$ cat src/rtl/msi_dir_pkg.sv
// msi_dir_pkg: MSI directory message encodings, directory states and FSM states
package msi_dir_pkg;
  typedef enum logic [2:0] {
    REQ_READ_MISS  = 3'b001,
    REQ_WRITE_MISS = 3'b010,
    MSG_FETCH      = 3'b011,
    MSG_FETCH_INV  = 3'b100,
    MSG_INV        = 3'b101,
    REQ_WRITE_BACK = 3'b110
  } msg_type_e;
  typedef enum logic [1:0] {
    DIR_UNCACHED  = 2'b00,
    DIR_SHARED    = 2'b01,
    DIR_EXCLUSIVE = 2'b10
  } dir_state_e;
  typedef enum logic [2:0] {
    S_IDLE,
    S_LOOKUP,
    S_SEND_MSG,
    S_SEND_INV,
    S_WAIT_DATA,
    S_RESP
  } fsm_e;
endpackage

$ cat src/rtl/msi_directory_store.sv
// msi_directory_store: per-block directory state, sharer vector and memory data
module msi_directory_store
  import msi_dir_pkg::*;
#(
  parameter int NUM_PROC = 2,
  parameter int AW       = 4,
  parameter int DW       = 4
) (
  input  logic                i_clk,
  input  logic                i_rst,
  input  logic [AW-1:0]       i_rd_addr,
  output logic [1:0]          o_rd_state,
  output logic [NUM_PROC-1:0] o_rd_sharers,
  output logic [DW-1:0]       o_rd_data,
  input  logic                i_we,
  input  logic [AW-1:0]       i_wr_addr,
  input  logic [1:0]          i_wr_state,
  input  logic [NUM_PROC-1:0] i_wr_sharers,
  input  logic [DW-1:0]       i_wr_data
);
  logic [1:0]          r_state   [2**AW];
  logic [NUM_PROC-1:0] r_sharers [2**AW];
  logic [DW-1:0]       r_mem     [2**AW];
  assign o_rd_state   = r_state[i_rd_addr];
  assign o_rd_sharers = r_sharers[i_rd_addr];
  assign o_rd_data    = r_mem[i_rd_addr];
  always_ff @(posedge i_clk) begin
    if (i_rst) begin
      for (int i = 0; i < 2**AW; i++) begin
        r_state[i]   <= DIR_UNCACHED;
        r_sharers[i] <= '0;
        r_mem[i]     <= '0;
      end
    end else if (i_we) begin
      r_state[i_wr_addr]   <= i_wr_state;
      r_sharers[i_wr_addr] <= i_wr_sharers;
      r_mem[i_wr_addr]     <= i_wr_data;
    end
  end
endmodule

$ cat src/rtl/msi_directory_ctrl.sv
// msi_directory_ctrl: MSI home-node directory FSM issuing fetch/invalidate messages and data replies
module msi_directory_ctrl
  import msi_dir_pkg::*;
#(
  parameter int NUM_PROC = 2,
  parameter int PW       = 1,
  parameter int AW       = 4,
  parameter int DW       = 4
) (
  input  logic                i_clk,
  input  logic                i_rst,
  input  logic                i_req_valid,
  output logic                o_req_ready,
  input  logic [PW-1:0]       i_req_proc,
  input  logic [2:0]          i_req_type,
  input  logic [AW-1:0]       i_req_address,
  input  logic [DW-1:0]       i_req_data,
  output logic                o_msg_valid,
  output logic [NUM_PROC-1:0] o_msg_target,
  output logic [2:0]          o_msg_type,
  output logic [AW-1:0]       o_msg_address,
  input  logic                i_fetch_valid,
  input  logic [DW-1:0]       i_fetch_data,
  output logic                o_resp_valid,
  output logic [PW-1:0]       o_resp_proc,
  output logic [DW-1:0]       o_resp_data,
  output logic [AW-1:0]       o_resp_address
);
  fsm_e                r_fsm;
  logic [PW-1:0]       r_proc;
  logic [2:0]          r_type;
  logic [AW-1:0]       r_addr;
  logic [DW-1:0]       r_req_data;
  logic [DW-1:0]       r_data;
  logic [1:0]          r_new_state;
  logic [NUM_PROC-1:0] r_new_sharers;
  logic [2:0]          r_pend_msg;
  logic [NUM_PROC-1:0] r_pend_target;
  logic                r_msg_valid;
  logic [NUM_PROC-1:0] r_msg_target;
  logic [2:0]          r_msg_type;
  logic [AW-1:0]       r_msg_address;
  logic                r_resp_valid;
  logic [PW-1:0]       r_resp_proc;
  logic [DW-1:0]       r_resp_data;
  logic [AW-1:0]       r_resp_address;
  logic [1:0]          w_state;
  logic [NUM_PROC-1:0] w_sharers;
  logic [DW-1:0]       w_data;
  logic [NUM_PROC-1:0] w_req_mask;
  logic [NUM_PROC-1:0] w_others;
  logic                w_rd;
  logic                w_wr;
  logic                w_excl;
  logic                w_own;
  logic                w_fetch;
  logic                w_inv;
  logic                w_wb_commit;
  fsm_e                w_lookup_next;
  logic [1:0]          w_pend_state;
  logic [NUM_PROC-1:0] w_pend_sharers;
  logic [2:0]          w_pend_msg;
  logic [NUM_PROC-1:0] w_pend_target;
  logic                w_we;
  logic [1:0]          w_wr_state;
  logic [NUM_PROC-1:0] w_wr_sharers;
  logic [DW-1:0]       w_wr_data;
  always_comb begin
    w_req_mask     = NUM_PROC'(1) << r_proc;
    w_others       = w_sharers & ~w_req_mask;
    w_rd           = r_type == REQ_READ_MISS;
    w_wr           = r_type == REQ_WRITE_MISS;
    w_excl         = w_state == DIR_EXCLUSIVE;
    w_own          = w_excl && w_sharers == w_req_mask;
    w_fetch        = (w_rd || w_wr) && w_excl && !w_own;
    w_inv          = w_wr && w_state == DIR_SHARED && |w_others;
    w_wb_commit    = r_fsm == S_LOOKUP && r_type == REQ_WRITE_BACK && w_own;
    w_lookup_next  = w_fetch ? S_SEND_MSG : w_inv ? S_SEND_INV : (w_rd || w_wr) ? S_RESP : S_IDLE;
    w_pend_state   = w_own ? w_state : w_rd ? DIR_SHARED : DIR_EXCLUSIVE;
    w_pend_sharers = w_own ? w_sharers : w_rd ? (w_sharers | w_req_mask) : w_req_mask;
    w_pend_msg     = w_inv ? MSG_INV : w_rd ? MSG_FETCH : MSG_FETCH_INV;
    w_pend_target  = w_inv ? w_others : w_sharers;
    w_we           = w_wb_commit || r_fsm == S_RESP;
    w_wr_state     = w_wb_commit ? DIR_UNCACHED : r_new_state;
    w_wr_sharers   = w_wb_commit ? '0 : r_new_sharers;
    w_wr_data      = w_wb_commit ? r_req_data : r_data;
  end
  msi_directory_store #(.NUM_PROC(NUM_PROC), .AW(AW), .DW(DW)) u_store (
    .i_clk        (i_clk),
    .i_rst        (i_rst),
    .i_rd_addr    (r_addr),
    .o_rd_state   (w_state),
    .o_rd_sharers (w_sharers),
    .o_rd_data    (w_data),
    .i_we         (w_we),
    .i_wr_addr    (r_addr),
    .i_wr_state   (w_wr_state),
    .i_wr_sharers (w_wr_sharers),
    .i_wr_data    (w_wr_data)
  );
  always_ff @(posedge i_clk) begin
    if (i_rst) begin
      r_fsm          <= S_IDLE;
      r_proc         <= '0;
      r_type         <= '0;
      r_addr         <= '0;
      r_req_data     <= '0;
      r_data         <= '0;
      r_new_state    <= DIR_UNCACHED;
      r_new_sharers  <= '0;
      r_pend_msg     <= '0;
      r_pend_target  <= '0;
      r_msg_valid    <= 1'b0;
      r_msg_target   <= '0;
      r_msg_type     <= '0;
      r_msg_address  <= '0;
      r_resp_valid   <= 1'b0;
      r_resp_proc    <= '0;
      r_resp_data    <= '0;
      r_resp_address <= '0;
    end else begin
      r_msg_valid    <= 1'b0;
      r_msg_target   <= '0;
      r_msg_type     <= '0;
      r_msg_address  <= '0;
      r_resp_valid   <= 1'b0;
      r_resp_proc    <= '0;
      r_resp_data    <= '0;
      r_resp_address <= '0;
      case (r_fsm)
        S_IDLE: if (i_req_valid) begin
          r_proc     <= i_req_proc;
          r_type     <= i_req_type;
          r_addr     <= i_req_address;
          r_req_data <= i_req_data;
          r_fsm      <= S_LOOKUP;
        end
        S_LOOKUP: begin
          r_new_state   <= w_pend_state;
          r_new_sharers <= w_pend_sharers;
          r_pend_msg    <= w_pend_msg;
          r_pend_target <= w_pend_target;
          r_data        <= w_data;
          r_fsm         <= w_lookup_next;
        end
        S_SEND_MSG, S_SEND_INV: begin
          r_msg_valid   <= 1'b1;
          r_msg_target  <= r_pend_target;
          r_msg_type    <= r_pend_msg;
          r_msg_address <= r_addr;
          r_fsm         <= r_fsm == S_SEND_MSG ? S_WAIT_DATA : S_RESP;
        end
        S_WAIT_DATA: if (i_fetch_valid) begin
          r_data <= i_fetch_data;
          r_fsm  <= S_RESP;
        end
        S_RESP: begin
          r_resp_valid   <= 1'b1;
          r_resp_proc    <= r_proc;
          r_resp_data    <= r_data;
          r_resp_address <= r_addr;
          r_fsm          <= S_IDLE;
        end
        default: r_fsm <= S_IDLE;
      endcase
    end
  end
  assign o_req_ready    = r_fsm == S_IDLE;
  assign o_msg_valid    = r_msg_valid;
  assign o_msg_target   = r_msg_target;
  assign o_msg_type     = r_msg_type;
  assign o_msg_address  = r_msg_address;
  assign o_resp_valid   = r_resp_valid;
  assign o_resp_proc    = r_resp_proc;
  assign o_resp_data    = r_resp_data;
  assign o_resp_address = r_resp_address;
endmodule

$ cat config.mk
export PLATFORM = sky130hd
export DESIGN_NAME = msi_directory_ctrl
export DESIGN_NICKNAME = d
export VERILOG_FILES = /design/src/rtl/msi_dir_pkg.sv /design/src/rtl/msi_directory_store.sv /design/src/rtl/msi_directory_ctrl.sv
export SDC_FILE = /design/constraint.sdc
export NUM_CORES = 1
export LEC_CHECK = 0
export CAP_MARGIN = 40
export CORE_MARGIN = 1.5
export CORE_UTILIZATION = 51
export CTS_CLUSTER_DIAMETER = 50
export DETAILED_ROUTE_END_ITERATION = 12
export PLACE_DENSITY = 0.69
export SLEW_MARGIN = 15
export SYNTH_ARGS = -nofsm -noshare
export SYNTH_HDL_FRONTEND = slang
export SYNTH_SLANG_ARGS = --single-unit
$ cat constraint.sdc
create_clock -name i_clk -period 5.6 [get_ports i_clk]
set_input_delay 1.12 -clock i_clk [delete_from_list [all_inputs] [get_ports i_clk]]
set_output_delay 1.12 -clock i_clk [all_outputs]
set_load 0.02 [all_outputs]
==> out/qor.yml <==
timing:
  maxClockFrequency_mhz: 268.9
  hold_viol_final: 0
  finalSetupViolations: 0
  final.setup.tns_ns: 0
  min_period_ns: 3.718
  rsz0062_at_grt: "no"
  maxSlewViolCount: 0
  fin_skew_ns: 0.008955
  worst_slew_pin_slew_ns: 0.8478
  fin_hold_ws_ns: 0.4783
  period_share_pct: 66.40
  relSlewSlack_pct: 43.42
drt:
  post-route-drc-count: 0
  post_route_antenna_net_violation_count: 0
  via_count: 5776
  drt_iter0_drc: 666
  viasPerCell: 6.306
  routed_wirelength_um: 22050
  drt-pass1-iter-count: 5
  route.detailed.wl_per_inst_um: 24.08
worst_setup_path:
  worst-r2r-setup-slack_ns: 1.88
  crit_fanout: 11
  timing_worst_setup_path_type: "reg -> reg"
  critical_path.max_stage_delay_ns: 0.73
  path_delay_family: "multiplexers"
  worst_setup_path_end_kind: "flip-flop"
  cp.arrival_ns: 3.86
  timing.critical_path.from_type: "flip-flop"
  worst_ep_required_time_ns: 5.74
  worst_path_most_repeated_cell: "sky130_fd_sc_hd__buf_4"
  crit_chain: "buf_4, mux4_1, mux2_2, nor3b_1, o21ai_1, buf_4, o31ai_1, buf_4"
  timing.critical_path.buf_inv: 3
  worst_path_max_delay_cell: "sky130_fd_sc_hd__dfxtp_1"
floorplanning:
  die_area_sq_um: 16690
  design.core.area_sq_um: 15370
  die_w_um: 129.2
  rows: 45
  die-height_um: 129.2
  ports: 41
  initial_utilization_pct: 52.84
clocking:
  clock_tree.buffer_depth: 2
  cts_tree: "built"
  clk_pin_slew_worst_paths_ns: 0.07
  hold_buffers: 0
  number_of_sinks_handled_by_clock_tree_synthesis: 180
  cts_max_level: 4
  clock_latency_on_the_worst_skew_pair_ns: 0.44
  cts-buffers-inserted: 17
  post_cts.repair.setup_buffers: 0
  cts.root.buffer_cell: "sky130_fd_sc_hd__clkbuf_16"
  post_cts_resize_count: 0
synth:
  postSynth.topFlopCell: "sky130_fd_sc_hd__edfxtp_1"
  most_common_cell_in_the_netlist: "sky130_fd_sc_hd__edfxtp_1"
  netlist_instances: 640
  yosysTopAreaCell: "sky130_fd_sc_hd__edfxtp_1"
  syn_area_per_cell_sq_um: 12.69
  async_flop_share_pct: 0
  synth.yosys.warnings: 0
  synthesis.nets: 664
  synth_edf_count: 128
  synth_largest_type_area_fraction_pct: 47.32
  leading_post_synthesis_cells_by_instance_count: "sky130_fd_sc_hd__edfxtp_1, sky130_fd_sc_hd__nor2_1, sky130_fd_sc_hd__a21oi_1"
  synth_seq_cells: 180
  syn-cell-area_sq_um: 8123
  synth_cell_type_count: 57
  seq_area_frac_synth_pct: 60.14
  synthTopCellsByArea: "sky130_fd_sc_hd__edfxtp_1, sky130_fd_sc_hd__dfxtp_1, sky130_fd_sc_hd__mux4_2, sky130_fd_sc_hd__a21oi_1, sky130_fd_sc_hd__nor2_1"
power:
  power.ir.vdd_worst_uv: 259.9
  power_density_nw_per_um2: 308.4
  p_leak_uw: 0.003130
placed_design:
  hpwl_um: 14920
  port-buffer-count: 40
  post-place-cells: 884
  placed_cell_area_sq_um: 8921
  gpl.final_weighted_congestion: 0.8953
global_route:
  antenna_violations_before_repair: 0
  pin_count_of_the_biggest_net_entering_global_routing: 29
  grt-ovfl-total: 0
  grt_pass1_wl_um: 33200
  number_of_global_route_vias_before_repair: 5698
  groute.usage.overall_pct: 27.98
flow_run:
  max_cap_violations: 0
min_path:
  hold_class: "reg -> reg"
cells_and_area:
  diodes: 0
  drive_gt1_share_pct: 15.60
  fin_nets: 716
  syn_to_final_growth_pct: 16.22
  final_design_area_no_fill_sq_um: 9440
  post-route-util_pct: 61.42
  finalNonFillerCells: 916
outcome:
  status: "finished, final reports clean"
-- state kept, by name, summed over array words and instances (netlist names), 3 cells and up, named ones only --
signal,count
u_store.r_sharers,32
r_req_data,4
r_pend_msg,3
u_store.r_state,32
o_msg_address,4
r_type,3
r_addr,4
r_data,4
o_resp_address,4
o_msg_type,3
u_store.r_mem,64
r_fsm,3
o_resp_data,4
-- path summary, 6_finish.rpt --
path | startpoint | end | cells after the start
worst min-delay path | r_pend_target[0] | o_msg_target[0] | 1
worst max register to register | flip-flop | u_store.r_sharers[0][1] | 8
worst min register to register | r_pend_target[0] | o_msg_target[0] | 1
worst max-delay path | flip-flop | u_store.r_sharers[0][1] | 8
-- where the power goes --
group	switching, uW	total, uW	internal (uW)	leakage, uW
sequential	46.8	1520	1470	0.00175
clock	507	1070	563	0.000240
combinational	191	321	130	0.00114
-- kinds of logic after synthesis --
logic type	count (synthesis)	share of synthesized area, %
buf+inv	51	2.865
mux	44	11.81
xor+xnor	1	0.1078
fa+ha+maj	4	0.6162
flops	180	60.14
simple gates	210	12.18
compound gates	150	12.28
-- routing by layer --
metal  vias up  wire length [um]  global-route usage, %
met5         -                 0                      0
met4         0               981                  12.23
met3        70              1833                  6.689
met2       287             10730                  46.06
met1      2883              8505                  35.60
li1       2536                 -                      -
-- per-stage QoR --
step           setup slack [ns]  power (uW)
3_3_place_gp              1.791        1844
4_1_cts                   1.943        2910
2_1_floorplan             1.753        1736
6_report                  1.882        2911
3_5_place_dp              1.967        1864
5_1_grt                   1.730        2991
-- final cells by class --
class / instances / area, sq um
flip-flops and latches: 180 / 4886
fillers: 1185 / 5931
clock inverters: 13 / 86.33
repair buffers: 77 / 739.5
well taps: 211 / 264.0
multi-input cells: 409 / 3005
clock buffers: 19 / 432.9
inverters: 7 / 26.28
-- cells in the final DEF (no fill, tap or decap), types with 3 or more instances in the layout --
master	Yosys	routed
sky130_fd_sc_hd__ha_1	4	4
sky130_fd_sc_hd__and2_1	12	12
sky130_fd_sc_hd__clkinv_2	0	3
sky130_fd_sc_hd__o311ai_1	1	7
sky130_fd_sc_hd__nand2_1	53	53
sky130_fd_sc_hd__o31ai_1	9	9
sky130_fd_sc_hd__mux4_1	10	10
sky130_fd_sc_hd__clkbuf_16	0	17
sky130_fd_sc_hd__nand3_1	8	8
sky130_fd_sc_hd__nor2_1	90	90
sky130_fd_sc_hd__edfxtp_1	128	128
sky130_fd_sc_hd__buf_4	0	30
sky130_fd_sc_hd__nor3b_1	5	5
sky130_fd_sc_hd__inv_1	6	6
sky130_fd_sc_hd__buf_8	1	5
sky130_fd_sc_hd__and3_1	10	10
sky130_fd_sc_hd__dfxtp_1	52	51
sky130_fd_sc_hd__nor2b_1	4	4
sky130_fd_sc_hd__o21ai_0	12	12
sky130_fd_sc_hd__clkinv_1	1	3
sky130_fd_sc_hd__o22ai_1	5	5
sky130_fd_sc_hd__mux4_2	26	26
sky130_fd_sc_hd__o21a_1	3	3
sky130_fd_sc_hd__o2111ai_4	6	6
sky130_fd_sc_hd__clkdlybuf4s50_1	0	40
sky130_fd_sc_hd__nor3_1	4	4
sky130_fd_sc_hd__clkinvlp_4	0	5
sky130_fd_sc_hd__mux2i_1	4	4
sky130_fd_sc_hd__or3b_2	3	3
sky130_fd_sc_hd__a31oi_1	8	8
sky130_fd_sc_hd__nand3b_1	7	7
sky130_fd_sc_hd__a21oi_1	87	87
Power figures use the tool's default switching activity.
